$ cat src/rtl/lsu.sv
// Load/store unit: single-outstanding req/gnt/rvalid data-memory master with lane alignment.
// Optional LSU_MISALIGN_TRAP_EN: misaligned H/W accesses are dropped and flagged on misalign.
//
// state  | meaning
// IDLE   | ready for a new op from execute
// REQ    | dmem_req asserted, bus outputs frozen until dmem_gnt
// RESP   | load granted, waiting for dmem_rvalid
module lsu #(
  parameter int XLEN = 32,
  parameter int RDW  = 5
) (
  input  logic            clk,
  input  logic            reset,
  input  logic            ex_valid,
  output logic            ex_ready,
  input  logic            ex_we,
  input  logic [2:0]      ex_funct3,
  input  logic [XLEN-1:0] ex_addr,
  input  logic [XLEN-1:0] ex_wdata,
  input  logic [RDW-1:0]  ex_rd,
  output logic            dmem_req,
  output logic            dmem_we,
  output logic [3:0]      dmem_be,
  output logic [XLEN-1:0] dmem_addr,
  output logic [XLEN-1:0] dmem_wdata,
  input  logic            dmem_gnt,
  input  logic            dmem_rvalid,
  input  logic [XLEN-1:0] dmem_rdata,
  output logic            wb_valid,
  output logic [RDW-1:0]  wb_rd,
  output logic [XLEN-1:0] wb_data,
  output logic            st_done,
  output logic            misalign
);

  typedef enum logic [1:0] {S_IDLE, S_REQ, S_RESP} state_t;

  state_t          state;
  logic [1:0]      off_q;
  logic [2:0]      funct3_q;
  logic [RDW-1:0]  rd_q;

  logic [3:0]      be_c;
  logic [XLEN-1:0] wdata_c;
  logic [XLEN-1:0] load_c;
  logic [7:0]      byte_c;
  logic [15:0]     half_c;
  logic            go_c;

  assign ex_ready = (state == S_IDLE);

  // funct3[1:0]: 00 byte, 01 half, anything else (incl. illegal codes) word
  always_comb begin
    be_c    = 4'b1111;
    wdata_c = ex_wdata;
    case (ex_funct3[1:0])
      2'b00: begin
        be_c    = 4'b0001 << ex_addr[1:0];
        wdata_c = {4{ex_wdata[7:0]}};
      end
      2'b01: begin
        be_c    = ex_addr[1] ? 4'b1100 : 4'b0011;
        wdata_c = {2{ex_wdata[15:0]}};
      end
      default: begin
        be_c    = 4'b1111;
        wdata_c = ex_wdata;
      end
    endcase
  end

`ifdef LSU_MISALIGN_TRAP_EN
  logic mis_c;
  always_comb begin
    mis_c = 1'b0;
    case (ex_funct3[1:0])
      2'b00:   mis_c = 1'b0;
      2'b01:   mis_c = ex_addr[0];
      default: mis_c = |ex_addr[1:0];
    endcase
  end
  assign go_c = ex_valid & ~mis_c;
`else
  assign go_c = ex_valid;
`endif

  always_comb begin
    byte_c = 8'h00;
    case (off_q)
      2'd0: byte_c = dmem_rdata[7:0];
      2'd1: byte_c = dmem_rdata[15:8];
      2'd2: byte_c = dmem_rdata[23:16];
      2'd3: byte_c = dmem_rdata[31:24];
      default: byte_c = 8'h00;
    endcase
    half_c = off_q[1] ? dmem_rdata[31:16] : dmem_rdata[15:0];
    case (funct3_q[1:0])
      2'b00:   load_c = funct3_q[2] ? {24'h0, byte_c} : {{24{byte_c[7]}}, byte_c};
      2'b01:   load_c = funct3_q[2] ? {16'h0, half_c} : {{16{half_c[15]}}, half_c};
      default: load_c = dmem_rdata;
    endcase
  end

  always_ff @(posedge clk or posedge reset) begin
    if (reset) begin
      state      <= S_IDLE;
      dmem_req   <= 1'b0;
      dmem_we    <= 1'b0;
      dmem_be    <= 4'b0000;
      dmem_addr  <= '0;
      dmem_wdata <= '0;
      wb_valid   <= 1'b0;
      wb_rd      <= '0;
      wb_data    <= '0;
      st_done    <= 1'b0;
      misalign   <= 1'b0;
      off_q      <= 2'b00;
      funct3_q   <= 3'b000;
      rd_q       <= '0;
    end else begin
      wb_valid <= 1'b0;
      st_done  <= 1'b0;
      misalign <= 1'b0;
      case (state)
        S_IDLE: begin
`ifdef LSU_MISALIGN_TRAP_EN
          if (ex_valid && mis_c) misalign <= 1'b1;
`endif
          if (go_c) begin
            state      <= S_REQ;
            dmem_req   <= 1'b1;
            dmem_we    <= ex_we;
            dmem_be    <= be_c;
            dmem_addr  <= {ex_addr[XLEN-1:2], 2'b00};
            dmem_wdata <= wdata_c;
            off_q      <= ex_addr[1:0];
            funct3_q   <= ex_funct3;
            rd_q       <= ex_rd;
          end
        end
        S_REQ: begin
          if (dmem_gnt) begin
            dmem_req <= 1'b0;
            dmem_we  <= 1'b0;
            if (dmem_we) begin
              state   <= S_IDLE;
              st_done <= 1'b1;
            end else begin
              state <= S_RESP;
            end
          end
        end
        S_RESP: begin
          if (dmem_rvalid) begin
            state    <= S_IDLE;
            wb_valid <= 1'b1;
            wb_data  <= load_c;
            wb_rd    <= rd_q;
          end
        end
        default: state <= S_IDLE;
      endcase
    end
  end

endmodule

$ cat config.mk
export PLATFORM = sky130hd
export DESIGN_NAME = lsu
export DESIGN_NICKNAME = d
export VERILOG_FILES = /design/src/rtl/lsu.sv
export SDC_FILE = /design/constraint.sdc
export NUM_CORES = 1
export LEC_CHECK = 0
export ABC_CLOCK_PERIOD_IN_PS = 3200
export BUFFER_PORTS_ARGS = -buffer_cell sky130_fd_sc_hd__clkbuf_2
export CORE_ASPECT_RATIO = 1.5
export CORE_UTILIZATION = 44
export CTS_CLUSTER_SIZE = 8
export DETAILED_ROUTE_END_ITERATION = 10
export GPL_ROUTABILITY_DRIVEN = 0
export PLACE_DENSITY = 0.78
export SLEW_MARGIN = 5
export SYNTH_ARGS = -nofsm -noshare
export SYNTH_HDL_FRONTEND = slang
export SYNTH_SLANG_ARGS = --single-unit
$ cat constraint.sdc
create_clock -name clk -period 3.2 [get_ports clk]
set_clock_uncertainty 0.05 [all_clocks]
set_input_delay 0.16 -clock clk [delete_from_list [all_inputs] [get_ports clk]]
set_output_delay 0.16 -clock clk [all_outputs]
set_load 0.005 [all_outputs]
==> results of run 1 <==
synth_stat cells (2+ instances only):
cell type	count	area, sq um
and3b_1	7	61.3
nor2b_1	12	75.1
inv_1	5	18.8
mux2i_1	25	250
a211oi_1	8	60.1
o21ai_0	20	100
buf_2	10	50.1
dfrtp_1	119	2980
and4b_1	2	20.0
nor2_1	55	206
nand3b_1	2	15.0
a21oi_1	27	135
buf_8	2	30.0
o22ai_1	17	106
buf_6	11	124
nand2_1	34	128
a21oi_2	20	175
mux2_2	62	698
clkbuf_1	7	26.3
nor3b_1	9	67.6
a221oi_1	7	61.3
buf_4	8	60.1
nand2b_1	4	25.0
mux2_4	2	30.0
through the flow:
step,hold slack (ns),util,std cells,worst slack [ns],total power [uW]
floorplan,0.202,-,494,1.53,4470
global placement,0.190,0.541,837,1.05,5360
detailed placement,0.196,0.541,837,0.907,5510
CTS,0.00486,0.622,913,0.871,7420
global route,0.00830,0.622,913,0.637,7850
finish,0.0153,0.622,913,0.809,7380
worst paths after layout:
path | depth (start not counted) | endpoint | slack, ns | start
max reg2reg | 4 | wb_data[20] | 0.81 | state[0]
max in group asynchronous | 4 | dmem_addr[4] | 1.76 | reset
min in group asynchronous | 3 | wb_valid | 0.35 | reset
max | 4 | wb_data[20] | 0.81 | state[0]
min | 2 | dmem_wdata[1] | 0.02 | ex_wdata[1]
min reg2reg | 2 | wb_rd[2] | 0.41 | rd_q[2]
where the power goes:
group	internal, uW	total, uW	switching (uW)	leakage [uW]
Clock	1160	1840	670	0.000280
Sequential	2250	2850	594	0.00138
Combinational	1420	2700	1280	0.00203
flip-flops by register name (all words and copies together) (netlist names):
name,count
state,2
dmem_addr,30
wb_data,32
wb_rd,5
dmem_we,1
off_q,2
st_done,1
rd_q,5
dmem_req,1
dmem_wdata,32
dmem_be,4
funct3_q,3
wb_valid,1
per-layer routing:
layer  part of all wire  track usage
met1               0.36        0.263
met3              0.071       0.0583
met2               0.55        0.433
met5                  0            0
met4              0.026        0.106
logic make-up after synthesis:
family | count (synthesis) | synth area share
other cells | 1 | 0.000660
compound gates | 106 | 0.127
buf+inv | 44 | 0.0550
flops | 119 | 0.524
simple gates | 132 | 0.118
mux | 90 | 0.176
worst max-delay path: stages (launching register included):
cell and delay [ns]:
dfrtp_1 0.48, nand3b_1 0.22, inv_1 0.60, nand2_1 0.57
o22ai_1 0.36
layout make-up:
type | count | area, sq um
clock buffers | 20 | 447
clock inverters | 12 | 126
fillers | 985 | 4730
inverters | 5 | 22.5
multi-input cells | 331 | 2400
flip-flops and latches | 119 | 2980
well taps | 156 | 195
repair buffers | 270 | 1610
cells in the final DEF, fill, tap and decap left out, types with 20 or more instances in the layout:
cell,synthesis,layout
clkbuf_2,0,217
mux2i_1,25,25
a21oi_2,20,20
dlygate4sd3_1,0,44
nor2_1,55,55
a21oi_1,27,27
o21ai_0,20,20
nand2_1,34,34
dfrtp_1,119,119
mux2_2,62,62
==> results.md, run 1 <==
- Status: completed
- CTS sink cnt: between 100 and 150
- Port bufs: around 220
- Row count: 50
- DRC: 0
- Clock transition at the registers of the reported paths: around 0.050 ns
- CTS tree: done
- IO Pins: 221
- RSZ-0062 raised after global routing: no
- Hold-fix buffers, CTS: 44
- CTS H-tree lvls: 4
- Share of post-route cells with drive strength above 1: 0.462
- Worst-margin pin slew: ~0.89 ns
- Detailed Routing Iterations Pass 1: 4
- Die area: 0.0134 sq mm
- Ant diodes: 0
- Top_reg_cell synth: dfrtp_1
- Drt total wl: between 15000 and 20000 um
- Register area share after synthesis: 0.524
- Count of flip-flops with a built-in enable after synthesis: 0
- Critical Path Source Type: flip-flop
- Setup TNS: 0 ns
- Post-cts resize count: 0
- Highest clock rate: 418 MHz
- Max-Cap Viols: 0
- Final Cycle Share: 0.747
- Pwr Density: 949 mW/mm^2
- Initial drt markers: about 220
- Routed vias/inst: 5.33
- Tmin final: approximately 2.4 ns
- Root Driver: clkbuf_16
- Synth-to-Final Area Change: 36.8%
- YS warnings: 0
- LEAKAGE: around 0.0037 uW
- Number of global-route vias before repair: roughly 5000
- WL/cell: roughly 17 um
- Final Hold Viols: 0
- Pin count of the biggest net entering global routing: 80
- Effective utilization at floorplan: 0.454
- Total grt overflow: 0
- WP data required: ~3.5 ns
- Die width: around 95 um
- Crit Path Category: flip-flop to flip-flop
- Post-synth cell types: 41
- Final setup fails: 0
- Critical path endpoint category: flip-flop
- Antenna violations before repair: 0
- #FFs+latches synth: ~120
- Crit path max fanout: 25
- Placed Area: around 0.0068 sq mm
- Routed vias: 4865
- Slew HR: 0.407
- Post-Layout Inst Area: between 0.007 and 0.008 sq mm
- Async S/R FF share, synth: 1.00
- Clock buffer depth: 2
- Die Span Y: 141 um
- Slew Limit Fails: 0
- TritonCTS Buffers: 17
- Synth Cell Area: 0.00569 sq mm
- Final ANT Viol Nets: 0
- Total global-route track usage: 0.241
- Mapped Cells: around 490
- Max VDD drop: about 0.0005 V
- Avg Inst Size Synth: between 10 and 15 sq um
- WP data arrival: 2.64 ns
- DP HPWL: between 10000 and 15000 um
- Postcts setup bufs: 0
- Layout Nets: about 850
- First-pass GRT wire length: about 25000 um
- Clk_lat worst skew: approximately 0.4 ns
- Core area: 0.0125 sq mm
- Worst hold-check path type: primary input to flip-flop
No activity file was read; power rests on OpenSTA's default activity.
==> inputs of run 2 (changes only) <==
- ABC_AREA: not set -> 1
- ABC_CLOCK_PERIOD_IN_PS: 3200 -> 1950
- PLACE_DENSITY: 0.78 -> 0.79
- clock period: 3.2 -> 1.95 ns (I/O delays scaled with it)
==> run 2 against run 1 <==
Net effect: routed wire length increased by 8.7%; sequential share of layout area decreased by 1.5 points; worst hold slack improved by 0.0029 ns; critical endpoint is now wb_data[30]; design area increased by 4.1%; synthesized cell count increased by 36%; via count increased by 19%; largest power group is now combinational logic; global-route usage increased by 3.2 points; area after synthesis decreased by 4.0%.
==> results.md, run 2 <==
- Status: completed (unchanged)
- Crit path max fanout: 19 (was 25)
- WHS: 0.0182 ns (was 0.0153 ns)
- IO Pins: 221 (unchanged)
- Synth-to-Final Area Change: 48.3% (was 36.8%)
- Root Driver: clkbuf_16 (unchanged)
- DP HPWL: 10700 um (was 10800 um)
- Worst hold-check path type: primary input to flip-flop (unchanged)
- Mapped Cells: 671 (was 492)
- Worst-margin pin slew: 0.661 ns (was 0.889 ns)
- CP dominant cell by count: nand2_1
- Final ANT Viol Nets: 0 (unchanged)
- Drt total wl: 17100 um (was 15700 um)
- Top cells by count, synth: nand2_1 (269), dfrtp_1 (119), a21oi_1 (69) (was dfrtp_1 (119), mux2_2 (62), nor2_1 (55))
- Slew Limit Fails: 0 (unchanged)
- Pwr Density: 1500 mW/mm^2 (was 949 mW/mm^2)
- Layout Utilization: 0.674 (was 0.622)
- P_int: 7700 uW (was 4830 uW)
- WL/cell: 15.1 um (was 17.2 um)
- Detailed Routing Iterations Pass 1: 4 (unchanged)
- Critical Path Source Type: flip-flop (unchanged)
- Top Registers: dmem_wdata: 32 flops, wb_data: 32 flops, dmem_addr: 30 flops (unchanged)
- Worst path slowest cell: dfrtp_1 (was inv_1)
- Net Sw Power: 4410 uW (was 2540 uW)
- Routed vias/inst: 5.12 (was 5.33)
- WP data arrival: 1.86 ns (was 2.64 ns)
- Largest delay share family, worst path: flip-flops (was simple AND/OR/NAND/NOR gates)
- Pin count of the biggest net entering global routing: 120 (was 80)
- Avg Inst Size Synth: 8.14 sq um (was 11.6 sq um)
- RSZ-0062 raised after global routing: no (unchanged)
- Share of post-route cells with drive strength above 1: 0.306 (was 0.462)
- Critical path endpoint category: flip-flop (unchanged)
- Row count: 49 (was 50)
- Clk pwr share: 0.263 (was 0.249)
- Final setup fails: 0 (unchanged)
- Async S/R FF share, synth: 1.00 (unchanged)
- Post-synth cell types: 32 (was 41)
- Comb power frac: 0.376 (was 0.366)
- CTS tree: done (unchanged)
- Die width: 93.0 um (was 94.8 um)
- Reg2Reg Depth: 7 (was 4)
- Initial drt markers: 353 (was 215)
- Final Cycle Share: 0.847 (was 0.747)
- Clock transition at the registers of the reported paths: 0.06 ns (was 0.05 ns)
- Port bufs: 217 (unchanged)
- Register area share after synthesis: 0.545 (was 0.524)
- Highest clock rate: 606 MHz (was 418 MHz)
- Layout Nets: 1074 (was 854)
- Clock buffer depth: 2 (unchanged)
- Crit path depth: 7 (was 4)
- Max VDD drop: 0.000809 V (was 0.000496 V)
- Multi-input gate area in the final layout: 0.00212 sq mm (was 0.00240 sq mm)
- TritonCTS Buffers: 17 (unchanged)
- Setup TNS: 0 ns (unchanged)
- Switching share of power: 0.364 (was 0.345)
- WP data required: 2.16 ns (was 3.45 ns)
- First-pass GRT wire length: 27500 um (was 24900 um)
- Synth area leaders: dfrtp_1 (55%), nand2_1 (18%), a21oi_1 (6.3%) (was dfrtp_1 (52%), mux2_2 (12%), mux2i_1 (4.4%))
- DRC: 0 (unchanged)
- Part of the power in registers: 0.361 (was 0.386)
- Post-synth top area share: 0.545 (was 0.524)
- Crit-path max cell delay: 0.67 ns (was 0.60 ns)
- Die area: 0.0129 sq mm (was 0.0134 sq mm)
- Synth Cell Area: 0.00546 sq mm (was 0.00569 sq mm)
- Commonest non-fill, non-tap cell in the layout: nand2_1 (was clkbuf_2)
- Cell type with the largest total area after synthesis: dfrtp_1 (unchanged)
- CTS H-tree lvls: 4 (unchanged)
- Clk_lat worst skew: 0.40 ns (was 0.39 ns)
- CTS sink cnt: 119 (unchanged)
- LEAKAGE: 0.00441 uW (was 0.00369 uW)
- Most frequent cell after synthesis: nand2_1 (was dfrtp_1)
- #FFs+latches synth: 119 (unchanged)
- Reg area: 0.00298 sq mm (unchanged)
- Total grt overflow: 0 (unchanged)
- Number of global-route vias before repair: 5819 (was 4989)
- Tmin final: 1.65 ns (was 2.39 ns)
- Worst path bufs/invs: 1 (unchanged)
- Total global-route track usage: 0.273 (was 0.241)
- CP cell instances: inv_4, nand2_1, nand2_1, nand2_1, nand3_2, nand2_4, a21oi_1 (was nand3b_1, inv_1, nand2_1, o22ai_1)
- Die Span Y: 138 um (was 141 um)
- Ant diodes: 0 (unchanged)
- Hold depth: 5 (was 2)
- Max-Cap Viols: 0 (unchanged)
- Crit Path Category: flip-flop to flip-flop (unchanged)
- Postcts setup bufs: 0 (unchanged)
- Top_reg_cell synth: dfrtp_1 (unchanged)
- Effective utilization at floorplan: 0.454 (about the same)
- Count of flip-flops with a built-in enable after synthesis: 0 (unchanged)
- Most frequent cells in the layout: nand2_1 (268), clkbuf_2 (217), dfrtp_1 (119) (was clkbuf_2 (217), dfrtp_1 (119), mux2_2 (62))
- Core area: 0.0120 sq mm (was 0.0125 sq mm)
- Final Hold Viols: 0 (unchanged)
- Routed vias: 5785 (was 4865)
- Slew HR: 0.560 (was 0.407)
- YS warnings: 0 (unchanged)
- Fill cells: 972 (was 985)
- Antenna violations before repair: 0 (unchanged)
[run 2: cell count changes in the layout (fill, tap and decap cells not counted), sizes merged, moves of 12 or more]
cell	before	now
nor2	57	30
mux2	64	0
nand2	34	273
o22ai	17	2
dlygate4sd3	44	83
nand3	0	14
o21ai	20	38
or2	1	17
inv	6	42
a21oi	47	79
mux2i	26	0
nor2b	12	0
[run 2: worst paths after layout]
path                                     from  slack [ns]          end
worst max-delay path                 off_q[1]        0.30  wb_data[30]
worst min-delay path            dmem_rdata[9]        0.02   wb_data[9]
worst max register to register       off_q[1]        0.30  wb_data[30]
worst min register to register    wb_data[12]        0.43  wb_data[12]
max in group asynchronous               reset        0.97  funct3_q[0]
min in group asynchronous               reset        0.33  wb_data[23]
[run 2: timing repair]
item                                   CTS  global route
gates resized for setup                  0             0
hold buffers                            82             1
endpoints found under the hold margin  204             1
[run 2: layout make-up]
type	instances	share of cell area
sequential	119	0.368
multi-input combinational	471	0.262
timing repair buffer	311	0.250
clock buffer	20	0.0564
tap	153	0.0236
inverter	44	0.0218
clock inverter	12	0.0185
[run 2: metrics by stage]
step                      instance area (sq um)  std cells  setup slack [ns]  total power [uW]
after floorplan                            5470        673             0.347              6930
after global placement                     6660       1015             0.392              8630
after detailed placement                   6660       1015             0.323              8750
after CTS                                  8090       1129             0.313             12100
after global routing                       8100       1130             0.135             13000
final                                      8100       1130             0.299             12100
[run 2: worst reg2reg max path, cell delays in order (launching register included)]
cell	delay, ns
dfrtp_1	0.67
inv_4	0.12
nand2_1	0.09
nand2_1	0.07
nand2_1	0.09
nand3_2	0.10
nand2_4	0.21
a21oi_1	0.12
[run 2: power groups by stage]
stage               clock network [uW]  registers, uW  logic (uW)
floorplan                            0           4340        2590
global placement                     0           4370        4260
detailed placement                   0           4370        4380
CTS                               3230           4370        4520
global route                      3340           4520        5130
finish                            3180           4380        4550
[run 2: cells by family after synthesis]
family | synth area share
and+or+nand+nor | 0.249
other | 0.000687
AOI/OAI and AO/OA | 0.137
DFF | 0.545
buffers and inverters | 0.0683
[run 2: per-layer routing]
metal,routed length (um),part of all wire,up-vias,GRT usage
li1,-,-,2716,-
met1,6290,0.37,2666,0.311
met2,8830,0.52,335,0.463
met3,1190,0.070,68,0.0627
met4,762,0.045,0,0.154
met5,0,0,-,0
==> inputs of run 3 (changes only) <==
- ABC_CLOCK_PERIOD_IN_PS: 1950 -> 1350
- clock period: 1.95 -> 1.35 ns (I/O delays scaled with it)
==> run 3 against run 2 <==
Net effect: the run now ends with setup timing left; maximum frequency up 11%; combinational power up 100%; worst setup slack worse by 0.43 ns; core utilization up 9.8 points; design area up 15%; sequential cell count unchanged; worst hold slack better by 0.024 ns; clock power up 47%; power up 68%; global-route usage up 2.2 points; critical path type unchanged.
==> results.md, run 3 (same netlist as run 2, synthesis figures left out) <==
- Status: finished with violations (was completed)
- Violated checks: setup timing
- Drt total wl: 21000 um (was 17100 um)
- Layout Utilization: 0.772 (was 0.674)
- Crit path max fanout: 6 (was 19)
- Die area: 0.0129 sq mm (unchanged)
- Highest clock rate: 673 MHz (was 606 MHz)
- R2r setup slk: -0.13 ns (was 0.30 ns)
- WP data required: 1.59 ns (was 2.16 ns)
- Layout Nets: 1134 (was 1074)
- Total grt overflow: 0 (unchanged)
- Final Hold Viols: 0 (unchanged)
- Crit-path max cell delay: 0.46 ns (was 0.67 ns)
- Critical Path Source Type: flip-flop (unchanged)
- Inst Count DP: 1030 (was 1015)
- Pin count of the biggest net entering global routing: 88 (was 120)
- Port bufs: 217 (unchanged)
- Pwr Density: 2190 mW/mm^2 (was 1500 mW/mm^2)
- Ant diodes: 0 (unchanged)
- Tmin final: 1.48 ns (was 1.65 ns)
- Worst Setup SP: off_q[1] (unchanged)
- IO Pins: 221 (unchanged)
- CP cell instances: buf_12, nand2_1, inv_2, nand2_1, a21oi_1, o21ai_1, nand2_1 (was inv_4, nand2_1, nand2_1, nand2_1, nand3_2, nand2_4, a21oi_1)
- Critical path endpoint category: flip-flop (unchanged)
- Antenna violations before repair: 0 (unchanged)
- Root Driver: clkbuf_16 (unchanged)
- Clk_lat worst skew: 0.41 ns (was 0.40 ns)
- RSZ-0062 raised after global routing: yes (was no)
- Initial drt markers: 493 (was 353)
- Fin cells: 1190 (was 1130)
- Effective utilization at floorplan: 0.454 (unchanged)
- Clock transition at the registers of the reported paths: 0.06 ns (about the same)
- WL/cell: 17.6 um (was 15.1 um)
- Final ANT Viol Nets: 0 (unchanged)
- Top Registers: dmem_wdata: 32 flops, wb_data: 32 flops, dmem_addr: 30 flops (unchanged)
- CTS tree: done (unchanged)
- WHS: 0.0427 ns (was 0.0182 ns)
- Total global-route track usage: 0.295 (was 0.273)
- Final setup fails: 50 (was 0)
- DP HPWL: 10900 um (was 10700 um)
- CP dominant cell by count: nand2_1 (unchanged)
- Hold Startpoint: dmem_rdata[5] (was dmem_rdata[9])
- Max-Cap Viols: 0 (unchanged)
- Total design power: 20300 uW (was 12100 uW)
- Crit Path Category: flip-flop to flip-flop (unchanged)
- LEAKAGE: 0.00487 uW (was 0.00441 uW)
- Die Span Y: 138 um (unchanged)
- Routed vias: 6319 (was 5785)
- Die width: 93.0 um (unchanged)
- DRC: 0 (unchanged)
- Commonest non-fill, non-tap cell in the layout: nand2_1 (unchanged)
- Setup TNS: -1.57 ns (was 0 ns)
- Clock buffer depth: 2 (unchanged)
- Synth-to-Final Area Change: 69.8% (was 48.3%)
- Core area: 0.0120 sq mm (unchanged)
- Routed vias/inst: 5.31 (was 5.12)
- Detailed Routing Iterations Pass 1: 5 (was 4)
- WP data arrival: 1.72 ns (was 1.86 ns)
- Worst hold-check path type: primary input to flip-flop (unchanged)
- CTS H-tree lvls: 4 (unchanged)
- Share of post-route cells with drive strength above 1: 0.389 (was 0.306)
- Slew Limit Fails: 0 (unchanged)
- CTS sink cnt: 119 (unchanged)
- Most frequent cells in the layout: nand2_1 (248), clkbuf_2 (217), dfrtp_1 (116) (was nand2_1 (268), clkbuf_2 (217), dfrtp_1 (119))
- First-pass GRT wire length: 29400 um (was 27500 um)
- Final Cycle Share: 1.10 (was 0.847)
- Worst R2R Start: off_q[1] (unchanged)
- TritonCTS Buffers: 17 (unchanged)
- Worst path slowest cell: dfrtp_2 (was dfrtp_1)
- Fill cells: 741 (was 972)
- Setup WS post-layout: -0.135 ns (was 0.299 ns)
- Row count: 49 (unchanged)
- Number of global-route vias before repair: 6198 (was 5819)
- Max VDD drop: 0.00128 V (was 0.000809 V)
-- run 3: layer usage --
layer | global-route usage | vias up | routed length (um) | share of wire
li1 | - | 2840 | - | -
met1 | 0.311 | 2958 | 7110 | 0.34
met2 | 0.513 | 421 | 11100 | 0.53
met3 | 0.0787 | 100 | 1590 | 0.076
met4 | 0.180 | 0 | 1120 | 0.054
met5 | 0 | - | 0 | 0
-- run 3: path summary, 6_finish.rpt --
path / end / cells after the start
min reg2reg: dmem_addr[12] / 2
min in group asynchronous: dmem_addr[16] / 4
min: wb_data[5] / 5
max in group asynchronous: off_q[1] / 4
max: wb_data[3] / 7
max reg2reg: wb_data[3] / 7
-- run 3: cell type report --
type / count / area, sq um / share of cell area
tap: 153 / 191 / 0.0206
clock buffer: 19 / 443 / 0.0478
clock inverter: 13 / 171 / 0.0185
timing repair buffer: 369 / 2830 / 0.306
inverter: 44 / 199 / 0.0215
multi-input combinational: 472 / 2440 / 0.264
sequential: 119 / 2980 / 0.322
timing repair inverter: 1 / 8.76 / 0.000944
-- run 3: through the flow --
step	setup WS, ns	instance area [sq um]
after global routing	-0.153	9270
final	-0.135	9270
after detailed placement	-0.0639	6830
after floorplan	-0.223	5470
after CTS	-0.00725	8570
after global placement	-0.00881	6830
-- run 3: timing repair --
item	4_1_cts	5_1_grt
cloned	1	12
buffers inserted	0	11
hold endpoints to repair	228	0
pin swaps	1	16
hold buffers	104	0
resized for setup	17	106
setup endpoints to repair	55	69
-- run 3: power by group --
part           internal (uW)  switching, uW  leakage [uW]  total [uW]
registers               5270           1120       0.00144        6400
logic                   4290           4920       0.00314        9210
clock network           2980           1710      0.000295        4680
total                  12500           7750       0.00487       20300
-- run 3: critical path: cells and delay by family (launching register included) --
family                 cells  cell delay [ns]
flip-flops                 1             0.46
AND/OR/NAND/NOR            3             0.26
buffers and inverters      2             0.24
AO/OA/AOI/OAI              2             0.35
